[src/rtl/pc_unit_if.sv]
// pc_unit_if -- bundle between the instruction decoder / datapath and the PC unit.
// The master side (decoder) drives next-PC selection, branch/jump operands, stall
// and the raw interrupt line; the slave side (pc_unit) returns PC, the link value,
// the supervisor bit, the pending-interrupt flag and the saved trap return address.
//   stall      : hold all architectural state this cycle
//   PCSrc      : next-PC select
//   ALUOut0    : branch-taken flag
//   Imm16      : branch offset (word units)
//   JT         : jump target (word units)
//   DatabusA   : register value for jr/jalr
//   irq_in     : peripheral interrupt request, level
//   PC         : current instruction address
//   PC_plus4   : link value
//   supervisor : PC[31]
//   IRQ        : pending interrupt
//   EPC        : return address of the last trap
interface pc_unit_if;
    logic        stall;
    logic [2:0]  PCSrc;
    logic        ALUOut0;
    logic [15:0] Imm16;
    logic [25:0] JT;
    logic [31:0] DatabusA;
    logic        irq_in;
    logic [31:0] PC;
    logic [31:0] PC_plus4;
    logic        supervisor;
    logic        IRQ;
    logic [31:0] EPC;

    modport master (
        output stall, PCSrc, ALUOut0, Imm16, JT, DatabusA, irq_in,
        input  PC, PC_plus4, supervisor, IRQ, EPC
    );

    modport slave (
        input  stall, PCSrc, ALUOut0, Imm16, JT, DatabusA, irq_in,
        output PC, PC_plus4, supervisor, IRQ, EPC
    );
endinterface

[src/rtl/pc_unit.sv]
// pc_unit -- program counter, next-PC selection, interrupt edge capture and EPC.
// Ports:
//   clk   : sole clock, rising edge
//   reset : asynchronous, active-low
//   bus   : pc_unit_if.slave (see pc_unit_if.sv for the signal list)
// PC[31] is the supervisor bit. Sequential increments and branches never touch
// it; a register jump can only clear it; only reset and the two trap vectors set it.
module pc_unit #(
    parameter logic [31:0] RESET_VEC = 32'h8000_0000,
    parameter logic [31:0] IRQ_VEC   = 32'h8000_0004,
    parameter logic [31:0] EXC_VEC   = 32'h8000_0008
) (
    input logic        clk,
    input logic        reset,
    pc_unit_if.slave   bus
);

    logic [31:0] pc_q;
    logic [31:0] epc_q;
    logic        pending;
    logic        irq_d;
    logic        irq_mask;

    logic [31:0] pc_plus4;
    logic [31:0] imm_sh;
    logic [31:0] br_target;
    logic [31:0] next_pc;
    logic        irq_rise;
    logic        irq_taken;

    assign pc_plus4  = {pc_q[31], pc_q[30:0] + 31'd4};
    assign imm_sh    = {{14{bus.Imm16[15]}}, bus.Imm16, 2'b00};
    assign br_target = {pc_q[31], pc_plus4[30:0] + imm_sh[30:0]};

    always_comb begin
        next_pc = pc_plus4;
        case (bus.PCSrc)
            3'b000:  next_pc = pc_plus4;
            3'b001:  next_pc = bus.ALUOut0 ? br_target : pc_plus4;
            3'b010:  next_pc = {pc_q[31:28], bus.JT, 2'b00};
            3'b011:  next_pc = {pc_q[31] & bus.DatabusA[31], bus.DatabusA[30:0]};
            3'b100:  next_pc = IRQ_VEC;
            default: next_pc = EXC_VEC;
        endcase
    end

    // irq_mask is high only for the first clock after reset: a level that is
    // already present when reset releases is not treated as a new request.
    assign irq_rise  = bus.irq_in & ~irq_d & ~irq_mask;
    assign irq_taken = ~bus.stall & (bus.PCSrc == 3'b100);

    always_ff @(posedge clk or negedge reset) begin
        if (!reset) begin
            pc_q     <= RESET_VEC;
            epc_q    <= 32'h0;
            pending  <= 1'b0;
            irq_d    <= 1'b0;
            irq_mask <= 1'b1;
        end else begin
            irq_d    <= bus.irq_in;
            irq_mask <= 1'b0;
            // a new edge wins over a simultaneous acknowledge
            pending  <= irq_rise | (pending & ~irq_taken);
            if (!bus.stall) begin
                pc_q <= next_pc;
                if (bus.PCSrc == 3'b100)
                    epc_q <= pc_q;
                else if (bus.PCSrc[2])
                    epc_q <= pc_plus4;
            end
        end
    end

    assign bus.PC         = pc_q;
    assign bus.PC_plus4   = pc_plus4;
    assign bus.supervisor = pc_q[31];
    assign bus.IRQ        = pending;
    assign bus.EPC        = epc_q;

endmodule

[src/flat_wrapper.sv]
// flat-port wrapper written by rule: the top's interface ports become plain ports
module pc_unit_flat 
#(
    parameter logic [31:0] RESET_VEC = 32'h8000_0000,
    parameter logic [31:0] IRQ_VEC   = 32'h8000_0004,
    parameter logic [31:0] EXC_VEC   = 32'h8000_0008
)
  (clk, reset, bus_stall, bus_PCSrc, bus_ALUOut0, bus_Imm16, bus_JT, bus_DatabusA, bus_irq_in, bus_PC, bus_PC_plus4, bus_supervisor, bus_IRQ, bus_EPC);
  pc_unit_if bus_i ();
  input logic clk;
  input logic reset;
  input wire logic [$bits(bus_i.stall)-1:0] bus_stall;
  input wire logic [$bits(bus_i.PCSrc)-1:0] bus_PCSrc;
  input wire logic [$bits(bus_i.ALUOut0)-1:0] bus_ALUOut0;
  input wire logic [$bits(bus_i.Imm16)-1:0] bus_Imm16;
  input wire logic [$bits(bus_i.JT)-1:0] bus_JT;
  input wire logic [$bits(bus_i.DatabusA)-1:0] bus_DatabusA;
  input wire logic [$bits(bus_i.irq_in)-1:0] bus_irq_in;
  output wire logic [$bits(bus_i.PC)-1:0] bus_PC;
  output wire logic [$bits(bus_i.PC_plus4)-1:0] bus_PC_plus4;
  output wire logic [$bits(bus_i.supervisor)-1:0] bus_supervisor;
  output wire logic [$bits(bus_i.IRQ)-1:0] bus_IRQ;
  output wire logic [$bits(bus_i.EPC)-1:0] bus_EPC;
  assign bus_i.stall = bus_stall;
  assign bus_i.PCSrc = bus_PCSrc;
  assign bus_i.ALUOut0 = bus_ALUOut0;
  assign bus_i.Imm16 = bus_Imm16;
  assign bus_i.JT = bus_JT;
  assign bus_i.DatabusA = bus_DatabusA;
  assign bus_i.irq_in = bus_irq_in;
  assign bus_PC = bus_i.PC;
  assign bus_PC_plus4 = bus_i.PC_plus4;
  assign bus_supervisor = bus_i.supervisor;
  assign bus_IRQ = bus_i.IRQ;
  assign bus_EPC = bus_i.EPC;
  pc_unit #(.RESET_VEC(RESET_VEC), .IRQ_VEC(IRQ_VEC), .EXC_VEC(EXC_VEC)) u_core (.clk(clk), .reset(reset), .bus(bus_i));
endmodule
[config.mk]
export PLATFORM = sky130hd
export DESIGN_NAME = pc_unit_flat
export DESIGN_NICKNAME = d
export VERILOG_FILES = /design/src/rtl/pc_unit_if.sv /design/src/rtl/pc_unit.sv /design/src/flat_wrapper.sv
export SDC_FILE = /design/constraint.sdc
export NUM_CORES = 1
export LEC_CHECK = 0
export BUFFER_PORTS_ARGS = -buffer_cell sky130_fd_sc_hd__buf_2
export CORE_AREA = 2 2 137 139
export CTS_CLUSTER_DIAMETER = 40
export DETAILED_ROUTE_END_ITERATION = 10
export DIE_AREA = 0 0 139 141
export HOLD_SLACK_MARGIN = 0.03
export PLACE_DENSITY_LB_ADDON = 0.08
export SYNTH_ARGS = -nofsm -noshare
export SYNTH_HDL_FRONTEND = slang
export SYNTH_SLANG_ARGS = --single-unit
[constraint.sdc]
create_clock -name clk -period 3.9 [get_ports clk]
set_input_delay 0.195 -clock clk [delete_from_list [all_inputs] [get_ports clk]]
set_output_delay 0.195 -clock clk [all_outputs]
set_load 0.02 [all_outputs]
==> results of run 1 <==
## what timing repair did
item / CTS / global route
setup buffers: 0 / 2
pin swaps: 1 / 2
endpoints found under the hold margin: 30 / 0
resized for setup: 1 / 18
hold buffers: 2 / 0
endpoints found under the setup margin: 2 / 11
## layout by cell type, fill, tap and decap left out, types with 4 or more instances in the layout
| cell | synthesis | routed |
|---|---|---|
| xor2_1 | 32 | 26 |
| nor2_1 | 59 | 54 |
| o21ai_0 | 74 | 71 |
| mux2i_1 | 20 | 20 |
| nand2b_1 | 6 | 5 |
| ha_1 | 31 | 28 |
| a31oi_1 | 9 | 8 |
| clkbuf_16 | 0 | 9 |
| nand4_1 | 11 | 11 |
| a21oi_1 | 44 | 42 |
| dfrtp_2 | 0 | 5 |
| o21bai_1 | 5 | 5 |
| nand2_1 | 98 | 96 |
| o22ai_1 | 5 | 5 |
| o21a_1 | 5 | 5 |
| nor2_2 | 1 | 5 |
| a222oi_1 | 7 | 7 |
| a211oi_1 | 10 | 10 |
| and4_1 | 5 | 5 |
| buf_2 | 3 | 179 |
| nand3_1 | 22 | 22 |
| and3_1 | 7 | 6 |
| o21ai_1 | 2 | 4 |
| inv_1 | 14 | 14 |
| or2_2 | 6 | 6 |
| mux2_2 | 11 | 11 |
| and2_1 | 5 | 4 |
| nor3_1 | 10 | 10 |
| a21o_1 | 20 | 20 |
| buf_4 | 4 | 88 |
| dfrtp_1 | 65 | 60 |
| or3_1 | 5 | 4 |
| xor2_2 | 0 | 4 |
| xnor2_1 | 39 | 35 |
## logic make-up after synthesis
group,count (synthesis)
flops,67
fa+ha+maj,32
xor+xnor,71
simple gates,260
mux,31
buf+inv,67
other cells,1
compound gates,217
## state kept, by name (all words and copies together), names as in the netlist
signal and flops:
u_core.bus.EPC 32, u_core.bus.PC 32, u_core.bus.IRQ 1, u_core.irq_d 1
u_core.irq_mask 1
## per-layer routing
layer,vias up,wire length (microns),GRT usage [%]
met4,0,344,5.64
met5,-,0,0
met2,221,10300,36.7
met3,19,1400,3.19
li1,3143,-,-
met1,3036,11200,34.7
## power groups by stage
stage	registers [mW]	logic, mW	clock network [mW]
6_report	0.834	1.08	0.812
3_5_place_dp	0.847	1.07	0
3_3_place_gp	0.843	1.06	0
4_1_cts	0.834	1.07	0.832
2_1_floorplan	0.949	0.542	0
5_1_grt	0.845	1.18	0.860
## area by class of cell
type,instances,area (sq um),area share [%]
Multi-Input combinational cell,612,4220,52.0
Clock inverter,5,55.1,0.678
Clock buffer,11,233,2.87
Inverter,14,52.6,0.648
Tap cell,234,293,3.61
Timing Repair Buffer,269,1580,19.4
Sequential cell,67,1690,20.8
## metrics by stage
| step | setup TNS (ps) | util, % | area (sq um) | cells | power (mW) |
|---|---|---|---|---|---|
| after CTS | 0 | 43.9 | 8030 | 1210 | 2.74 |
| after global routing | -33.3 | 44.4 | 8110 | 1212 | 2.88 |
| final | 0 | 44.4 | 8110 | 1212 | 2.73 |
| after floorplan | -78.4 | - | 6180 | 746 | 1.49 |
| after global placement | 0 | 42.2 | 7720 | 1192 | 1.91 |
| after detailed placement | -39.5 | 42.2 | 7720 | 1192 | 1.92 |
## critical path, stage by stage, from the launching register on
cell,delay [ps]
dfrtp_2,400
nand3_2,90
or3_4,420
buf_4,180
or2_2,350
nor2_2,180
xor2_2,100
ha_2,390
nand4_1,160
nor4_1,340
o21ai_1,150
and3b_1,240
or4_1,390
a31oi_1,170
o31ai_1,100
## worst max-delay path by stage
stage | to | depth (start not counted)
floorplan | u_core.bus.PC[29] | 17
global placement | u_core.bus.PC[29] | 14
detailed placement | u_core.bus.PC[29] | 14
CTS | u_core.bus.PC[30] | 14
global route | u_core.bus.PC[30] | 15
finish | u_core.bus.PC[30] | 14
==> impl_metrics.tcl, run 1 <==
set metrics [dict create \
    grt-ovfl-total 0 \
    finalClockSkew_ps 11.5 \
    cp-startpoint "u_core.bus.PC[3]" \
    cts_num_sinks 67 \
    drt-vias-per-instance 5.30 \
    cts_tree "done" \
    max_cap_violations 0 \
    clkPwrFrac_pct 29.8 \
    switching_share_pct 38.0 \
    yosys.cell_count.top_type "nand2_1" \
    gp_congestion 0.898 \
    r2r_end "u_core.bus.PC[30]" \
    worst_pin_slew_ps 935 \
    ys.flop_type "dfrtp_1" \
    rrSetupSlack_ps 100 \
    synth_area_sq_um 6040 \
    route.detailed.drc 0 \
    synthesis.nets 860 \
    leakage_nw 4.05 \
    synthSimpleGateAreaFrac_pct 21.3 \
    grt_pass1_wl_mm 36.2 \
    synthToLayoutAreaGrowth_pct 34.3 \
    hold_depth 4 \
    fin_ws_ps 100 \
    start_util_pct 33.1 \
    synth_edf_count 0 \
    combPwrFrac_pct 39.7 \
    core_sq_um 18300 \
    relSlewSlack_pct 37.6 \
    syn_avg_cell_area_sq_um 8.10 \
    die-area_sq_um 19600 \
    ys_ff_latch 67 \
    synth_top_family_by_area "compound AO/OA/AOI/OAI gates" \
    drv_slew 0 \
    fin_crit_sh_pct 97.4 \
    port_buffers 179 \
    worst-setup-path-type "reg -> reg" \
    hold_ws_ps 172 \
    synthAdderAreaFrac_pct 6.75 \
    status "complete, no violations" \
    antenna_found_initial 0 \
    fill_cells 1865 \
    vias 6419 \
    synth-xor-area-share_pct 10.3 \
    crit_fanout 7 \
    grt_pass1_vias 6301 \
    ys_async_sr_fraction_pct 100 \
    diodes 0 \
    rows 50 \
    cts_made_buffers 9 \
    arrival_ps 4000 \
    cts_htree_levels 3 \
    max_freq_mhz 263 \
    wl_per_cell_microns 19.2 \
    die_y_microns 141 \
    yosysTopAreaCell "dfrtp_1" \
    die_w_microns 139 \
    wirelength_mm 23.3 \
    synth_area_leaders "dfrtp_1 (27%), ha_1 (6.4%), o21ai_0 (6.1%)" \
    drive_gt1_share_pct 35.8 \
    start_kind "flip-flop" \
    synth-seq-area-share_pct 27.8 \
    clk_pin_slew_ps 60 \
    cts_root_buf "clkbuf_16" \
    intPower_mw 1.69 \
    hold_viol 0 \
    synthMuxAreaShare_pct 5.36 \
    min_path_type "in -> reg" \
    drt_iter0_markers 465 \
    synth_compound_area_share_pct 22.7 \
    power_density_nw_per_um2 337 \
    dp_hpwl_mm 18.5 \
    ys_types 77 \
    grt_use_total_pct 23.6 \
    finalSetupViolCount 0 \
    hp-start "bus_DatabusA[31]" \
    rsz0062_at_grt "true" \
    grt_max_degree 42 \
    ios 180 \
    crit_required_ps 4100 \
    pre_cts_slack_ps -39.5 \
    holdPathEnd "u_core.bus.PC[31]" \
    drtAntennaViolNets 0 \
    switchingPower_mw 1.04 \
    reg2regPathDepth 14 \
    fin_nets 1087 \
    ir_drop_uv 186 \
    postSynthCellCount 746 \
    clk-insertion-delay-late_ps 340 \
    clk_path_buf_depth 2 \
    yosysTopAreaCellShare_pct 26.9 \
    fin_crit_ps 3800 \
    power_frac_seq_pct 30.5 \
    ys_warn_count 0 \
    r2r_start "u_core.bus.PC[3]" \
    synth_top_cells_by_count "nand2_1 (98), o21ai_0 (74), dfrtp_1 (65)" \
    dr.pass1.iters 5 \
    timing.critical_path.to_type "flip-flop" \
]
(Power assumes the default switching activity.)
==> inputs of run 2 (changes only) <==
--- a/config.mk
+++ b/config.mk
@@ -5,12 +5,12 @@
 export SDC_FILE = /design/constraint.sdc
 export NUM_CORES = 1
 export LEC_CHECK = 0
-export BUFFER_PORTS_ARGS = -buffer_cell sky130_fd_sc_hd__buf_2
-export CORE_AREA = 2 2 137 139
+export ABC_AREA = 1
+export CORE_AREA = 2 2 144 146
 export CTS_CLUSTER_DIAMETER = 40
 export DETAILED_ROUTE_END_ITERATION = 10
-export DIE_AREA = 0 0 139 141
-export HOLD_SLACK_MARGIN = 0.03
+export DIE_AREA = 0 0 146 148
+export DONT_BUFFER_PORTS = 1
 export PLACE_DENSITY_LB_ADDON = 0.08
 export SYNTH_ARGS = -nofsm -noshare
 export SYNTH_HDL_FRONTEND = slang
==> impl_metrics.tcl, run 2 <==
set metrics [dict create \
    cts_root_buf "clkbuf_16" \
    rsz0062_at_grt "false" \
    gp_congestion 0.959 \
    synth_area_leaders "dfrtp_1 (24%), nand2_1 (23%), inv_1 (8.7%)" \
    synth-xor-area-share_pct 3.02 \
    die_y_microns 148 \
    mostFrequentLayoutCells "nand2_1 (415), inv_1 (155), nand3_1 (79)" \
    die_w_microns 146 \
    crit_required_ps 4120 \
    ir_drop_uv 189 \
    cts_setup_buffers 0 \
    drtAntennaViolNets 0 \
    min_path_type "in -> reg" \
    cts_num_sinks 67 \
    fin_nets 1270 \
    wl_per_cell_microns 20.2 \
    grt_max_degree 68 \
    r2r_start "u_core.bus.PC[18]" \
    port_buffers 0 \
    switching_share_pct 42.8 \
    synthToLayoutAreaGrowth_pct 13.5 \
    synth_area_sq_um 6750 \
    start_kind "flip-flop" \
    leakage_nw 4.08 \
    cp-startpoint "u_core.bus.PC[18]" \
    clkPwrFrac_pct 30.2 \
    clk_path_buf_depth 2 \
    start_util_pct 33.7 \
    crit_fanout 6 \
    cts_htree_levels 3 \
    postSynthCellCount 1132 \
    timing.critical_path.to_type "flip-flop" \
    critPathBufInv 2 \
    crit_cells 19 \
    synthMuxAreaShare_pct 0 \
    worst-setup-path-type "reg -> reg" \
    status "complete, no violations" \
    cts_made_buffers 9 \
    arrival_ps 3830 \
    rrSetupSlack_ps 300 \
    crit_family "simple AND/OR/NAND/NOR gates" \
    yosysTopAreaCell "dfrtp_1" \
    drive_gt1_share_pct 9.56 \
    intPower_mw 1.65 \
    critPathMaxStageDelay_ps 600 \
    max_freq_mhz 277 \
    finalSetupTns_ps 0 \
    combPwrFrac_pct 36.4 \
    ys_types 43 \
    power_frac_seq_pct 33.4 \
    hold_viol 0 \
    drt_iter0_markers 631 \
    grt_pass1_vias 7074 \
    synth-seq-area-share_pct 24.9 \
    synth_compound_area_share_pct 14.4 \
    core_sq_um 20000 \
    antenna_found_initial 0 \
    clk-insertion-delay-late_ps 340 \
    finalSetupViolCount 0 \
    reg2regPathDepth 19 \
    drt-vias-per-instance 5.18 \
    drv_slew 0 \
    dr.pass1.iters 5 \
    switchingPower_mw 1.23 \
    synth_top_cells_by_count "nand2_1 (415), inv_1 (156), nand3_1 (79), nor2_1 (79), o21ai_0 (71)" \
    ios 180 \
    fin_crit_ps 3600 \
    hold_depth 2 \
    fill_cells 2311 \
    route.detailed.drc 0 \
    path_cells "nand2_1 -> nor2_1 -> nand2_1 -> nor2_1 -> nand2_1 -> xor2_1 -> inv_1 -> ha_1 -> nand2_1 -> inv_1 -> nand2_1 -> nor2_1 -> nand3_1 -> nand4_1 -> nand3_1 -> nand2_1 -> nand2_1 -> nand2_1 -> nand2_1" \
    synthSimpleGateAreaFrac_pct 40.1 \
    cp_common_cell "nand2_1" \
    cts_tree "done" \
    ys_warn_count 0 \
    grt-ovfl-total 0 \
    p_total_mw 2.88 \
    grt_use_total_pct 26.5 \
    fin_crit_sh_pct 92.4 \
    max_cap_violations 0 \
    yosysTopAreaCellShare_pct 24.1 \
    ys.flop_type "dfrtp_1" \
    clk_pin_slew_ps 60 \
    dp_hpwl_mm 23.3 \
    finalClockSkew_ps 9.73 \
    die-area_sq_um 21600 \
    wirelength_mm 28.9 \
    synthesis.nets 1246 \
    ys_async_sr_fraction_pct 100 \
    r2r_end "u_core.bus.PC[24]" \
    synth_top_family_by_area "simple AND/OR/NAND/NOR gates" \
    final_common_cell "nand2_1" \
    worstSetupEndpoint "u_core.bus.PC[24]" \
    syn_avg_cell_area_sq_um 5.97 \
    synth_edf_count 0 \
    synthAdderAreaFrac_pct 6.04 \
    crit_slowest_cell "dfrtp_1" \
    rows 52 \
    grt_pass1_wl_mm 43.5 \
    diodes 0 \
    vias 7418 \
    hp-start "bus_DatabusA[0]" \
    final_core_util_pct 38.2 \
    relSlewSlack_pct 24.4 \
    power_density_nw_per_um2 376 \
    yosys.cell_count.top_type "nand2_1" \
    worst_pin_slew_ps 1130 \
    ys_ff_latch 67 \
]
==> run 2: worst min path at each step <==
| stage | slack (ps) | to |
|---|---|---|
| detailed placement | -100 | u_core.bus.EPC[5] |
| global route | 20 | u_core.bus.PC[0] |
| floorplan | -100 | u_core.bus.EPC[0] |
| global placement | -100 | u_core.bus.PC[4] |
| CTS | 6 | u_core.bus.PC[0] |
| finish | 10 | u_core.bus.PC[0] |
==> run 2: power groups by stage <==
stage,registers (mW),clock network (mW),logic (mW)
5_1_grt,0.976,0.909,1.17
4_1_cts,0.963,0.883,1.05
6_report,0.963,0.872,1.05
3_5_place_dp,0.976,0,1.02
2_1_floorplan,0.977,0,0.668
3_3_place_gp,0.976,0,1.03
==> run 2: logic make-up after synthesis <==
logic type | after synthesis
adders and majority gates | 32
DFF | 67
xor gates and xnor gates | 19
AOI/OAI and AO/OA | 175
other | 1
buffers and inverters | 201
and+or+nand+nor | 637
==> run 2: through the flow <==
step / setup WS (ps) / instances / hold WS (ps) / cell area, sq um
floorplan: 927 / 1132 / -101 / 6750
finish: 296 / 1431 / 13.0 / 7660
detailed placement: 313 / 1411 / -99.1 / 7280
global route: 0.852 / 1431 / 20.0 / 7660
global placement: 263 / 1411 / -99.2 / 7280
CTS: 295 / 1431 / 6.47 / 7650
==> run 2: final cells by class <==
cell class                 count  area, sq um  area share (%)
multi-input combinational    864         4320            56.4
sequential                    67         1680            21.9
inverter                     166          623            8.13
timing repair buffer          48          388            5.06
tap                          270          338            4.41
clock buffer                  13          270            3.53
clock inverter                 3         45.0           0.588
==> run 2: timing repair <==
action | in CTS | in global routing
gates resized for setup | 0 | 3
hold buffers | 4 | 0
setup endpoints to repair | 0 | 5
endpoints found under the hold margin | 87 | 0
==> run 2: metal layers <==
metal | up-vias | routed length [microns] | track usage, %
li1 | 3653 | - | -
met1 | 3399 | 12600 | 34.6
met2 | 319 | 13100 | 43.6
met3 | 47 | 2320 | 6.02
met4 | 0 | 972 | 8.64
met5 | - | 0 | 0
==> inputs of run 3 (changes only) <==
--- a/config.mk
+++ b/config.mk
@@ -11,7 +11,6 @@
 export DETAILED_ROUTE_END_ITERATION = 10
 export DIE_AREA = 0 0 146 148
 export DONT_BUFFER_PORTS = 1
-export PLACE_DENSITY_LB_ADDON = 0.08
 export SYNTH_ARGS = -nofsm -noshare
 export SYNTH_HDL_FRONTEND = slang
 export SYNTH_SLANG_ARGS = --single-unit
==> impl_metrics.tcl, run 3 (synthesis gave the netlist of run 2 again) <==
set metrics [dict create \
    status "complete, no violations" \
    crit_required_ps 4130 \
    hold_viol 0 \
    ios 180 \
    p_total_mw 2.77 \
    worst_pin_slew_ps 1120 \
    vias 7492 \
    power_density_nw_per_um2 365 \
    cts_tree "done" \
    grt_pass1_vias 7115 \
    clkPwrFrac_pct 27.9 \
    diodes 0 \
    arrival_ps 3860 \
    mostFrequentLayoutCells "nand2_1 (415), inv_1 (155), nand3_1 (79)" \
    drt-vias-per-instance 5.25 \
    path_cells "nand2_1 -> nor2_1 -> nand2_1 -> nor2_1 -> nand2_1 -> xor2_1 -> inv_1 -> ha_1 -> nand2_1 -> nor4_1 -> nand3_1 -> nand4_1 -> nand3_1 -> nand2_1 -> nand2_1 -> nand2_1 -> nand2_1" \
    wirelength_mm 28.1 \
    cts_htree_levels 3 \
    finalClockSkew_ps 14.3 \
    grt_max_degree 68 \
    cts_made_buffers 9 \
    wl_per_cell_microns 19.7 \
    critPathMaxStageDelay_ps 560 \
    switchingPower_mw 1.21 \
    grt_use_total_pct 25.7 \
    crit_slowest_cell "dfrtp_1" \
    die_y_microns 148 \
    synthToLayoutAreaGrowth_pct 12.5 \
    dp_hpwl_mm 22.4 \
    cts_setup_buffers 0 \
    multi_input_area_sq_um 4310 \
    grt_pass1_wl_mm 42.2 \
    crit_fanout 6 \
    die-area_sq_um 21600 \
    timing.critical_path.to_type "flip-flop" \
    ir_drop_uv 209 \
    clk-insertion-delay-late_ps 350 \
    fin_nets 1266 \
    route.detailed.drc 0 \
    start_kind "flip-flop" \
    clk_path_buf_depth 2 \
    rsz0062_at_grt "false" \
    fill_cells 2285 \
    finalSetupViolCount 0 \
    finalSetupTns_ps 0 \
    cts_num_sinks 67 \
    final_common_cell "nand2_1" \
    gp_congestion 0.991 \
    port_buffers 0 \
    dr.pass1.iters 5 \
    worst-setup-path-type "reg -> reg" \
    combPwrFrac_pct 36.8 \
    critPathBufInv 1 \
    drtAntennaViolNets 0 \
    cp_common_cell "nand2_1" \
    rows 52 \
    drv_slew 0 \
    core_sq_um 20000 \
    die_w_microns 146 \
    fin_crit_ps 3630 \
    rrSetupSlack_ps 270 \
    grt-ovfl-total 0 \
    switching_share_pct 43.7 \
    antenna_found_initial 0 \
    leakage_nw 4.03 \
    start_util_pct 33.7 \
    crit_family "simple AND/OR/NAND/NOR gates" \
    cts_root_buf "clkbuf_16" \
    max_freq_mhz 275 \
    min_path_type "in -> reg" \
    clk_pin_slew_ps 60 \
    intPower_mw 1.56 \
    drive_gt1_share_pct 9.08 \
    regArea_sq_um 1680 \
    relSlewSlack_pct 25.0 \
    fin_crit_sh_pct 93.1 \
    drt_iter0_markers 624 \
    power_frac_seq_pct 35.3 \
    max_cap_violations 0 \
]
run 3: changes by cell type in the layout (fill, tap and decap cells not counted), sizes merged:
cell / before / now
clkinvlp: 2 / 1
buf: 45 / 39
dlygate4sd3: 3 / 5
clkinv: 1 / 2
bufinv: 1 / 0
clkbuf: 13 / 14
run 3: layout make-up:
type | instances | share of cell area (%)
Multi-Input combinational cell | 864 | 56.8
Sequential cell | 67 | 22.2
Inverter | 166 | 8.20
Timing Repair Buffer | 44 | 4.78
Tap cell | 270 | 4.45
Clock buffer | 14 | 3.48
Clock inverter | 2 | 0.165
run 3: path summary, 6_finish.rpt:
kind,startpoint,to,cells after the start
max,u_core.bus.PC[22],u_core.bus.PC[26],17
min,bus_stall,u_core.bus.PC[17],2
max reg2reg,u_core.bus.PC[22],u_core.bus.PC[26],17
min reg2reg,u_core.irq_d,u_core.bus.IRQ,1
max in group asynchronous,reset,u_core.irq_mask,2
min in group asynchronous,reset,u_core.bus.PC[2],2
run 3: through the flow:
| step | cells | cell area [sq um] | setup slack, ps | hold slack [ps] | utilization, % |
|---|---|---|---|---|---|
| after floorplan | 1132 | 6750 | 927 | -101 | - |
| after global placement | 1405 | 7240 | 246 | -99.3 | 36.1 |
| after detailed placement | 1405 | 7240 | 243 | -98.9 | 36.1 |
| after CTS | 1427 | 7590 | 228 | 53.4 | 37.9 |
| after global routing | 1427 | 7600 | 2.59 | 39.5 | 37.9 |
| final | 1427 | 7600 | 268 | 68.2 | 37.9 |
run 3: what timing repair did:
action	4_1_cts	5_1_grt
endpoints found under the setup margin	0	6
endpoints found under the hold margin	88	0
hold buffers	6	0
gates resized for setup	0	5
run 3: routing by layer:
layer / up-vias / GRT usage, % / wire length (microns)
met3: 46 / 8.18 / 2990
met2: 368 / 41.8 / 12800
met1: 3443 / 32.2 / 11400
li1: 3635 / - / -
met5: - / 0 / 0
met4: 0 / 9.51 / 938
run 3: power by group through the flow:
stage | logic, mW | clock network (mW) | registers [mW]
6_report | 1.02 | 0.773 | 0.978
5_1_grt | 1.14 | 0.820 | 0.990
4_1_cts | 1.01 | 0.785 | 0.978
3_5_place_dp | 0.976 | 0 | 0.988
3_3_place_gp | 0.974 | 0 | 0.987
2_1_floorplan | 0.668 | 0 | 0.977
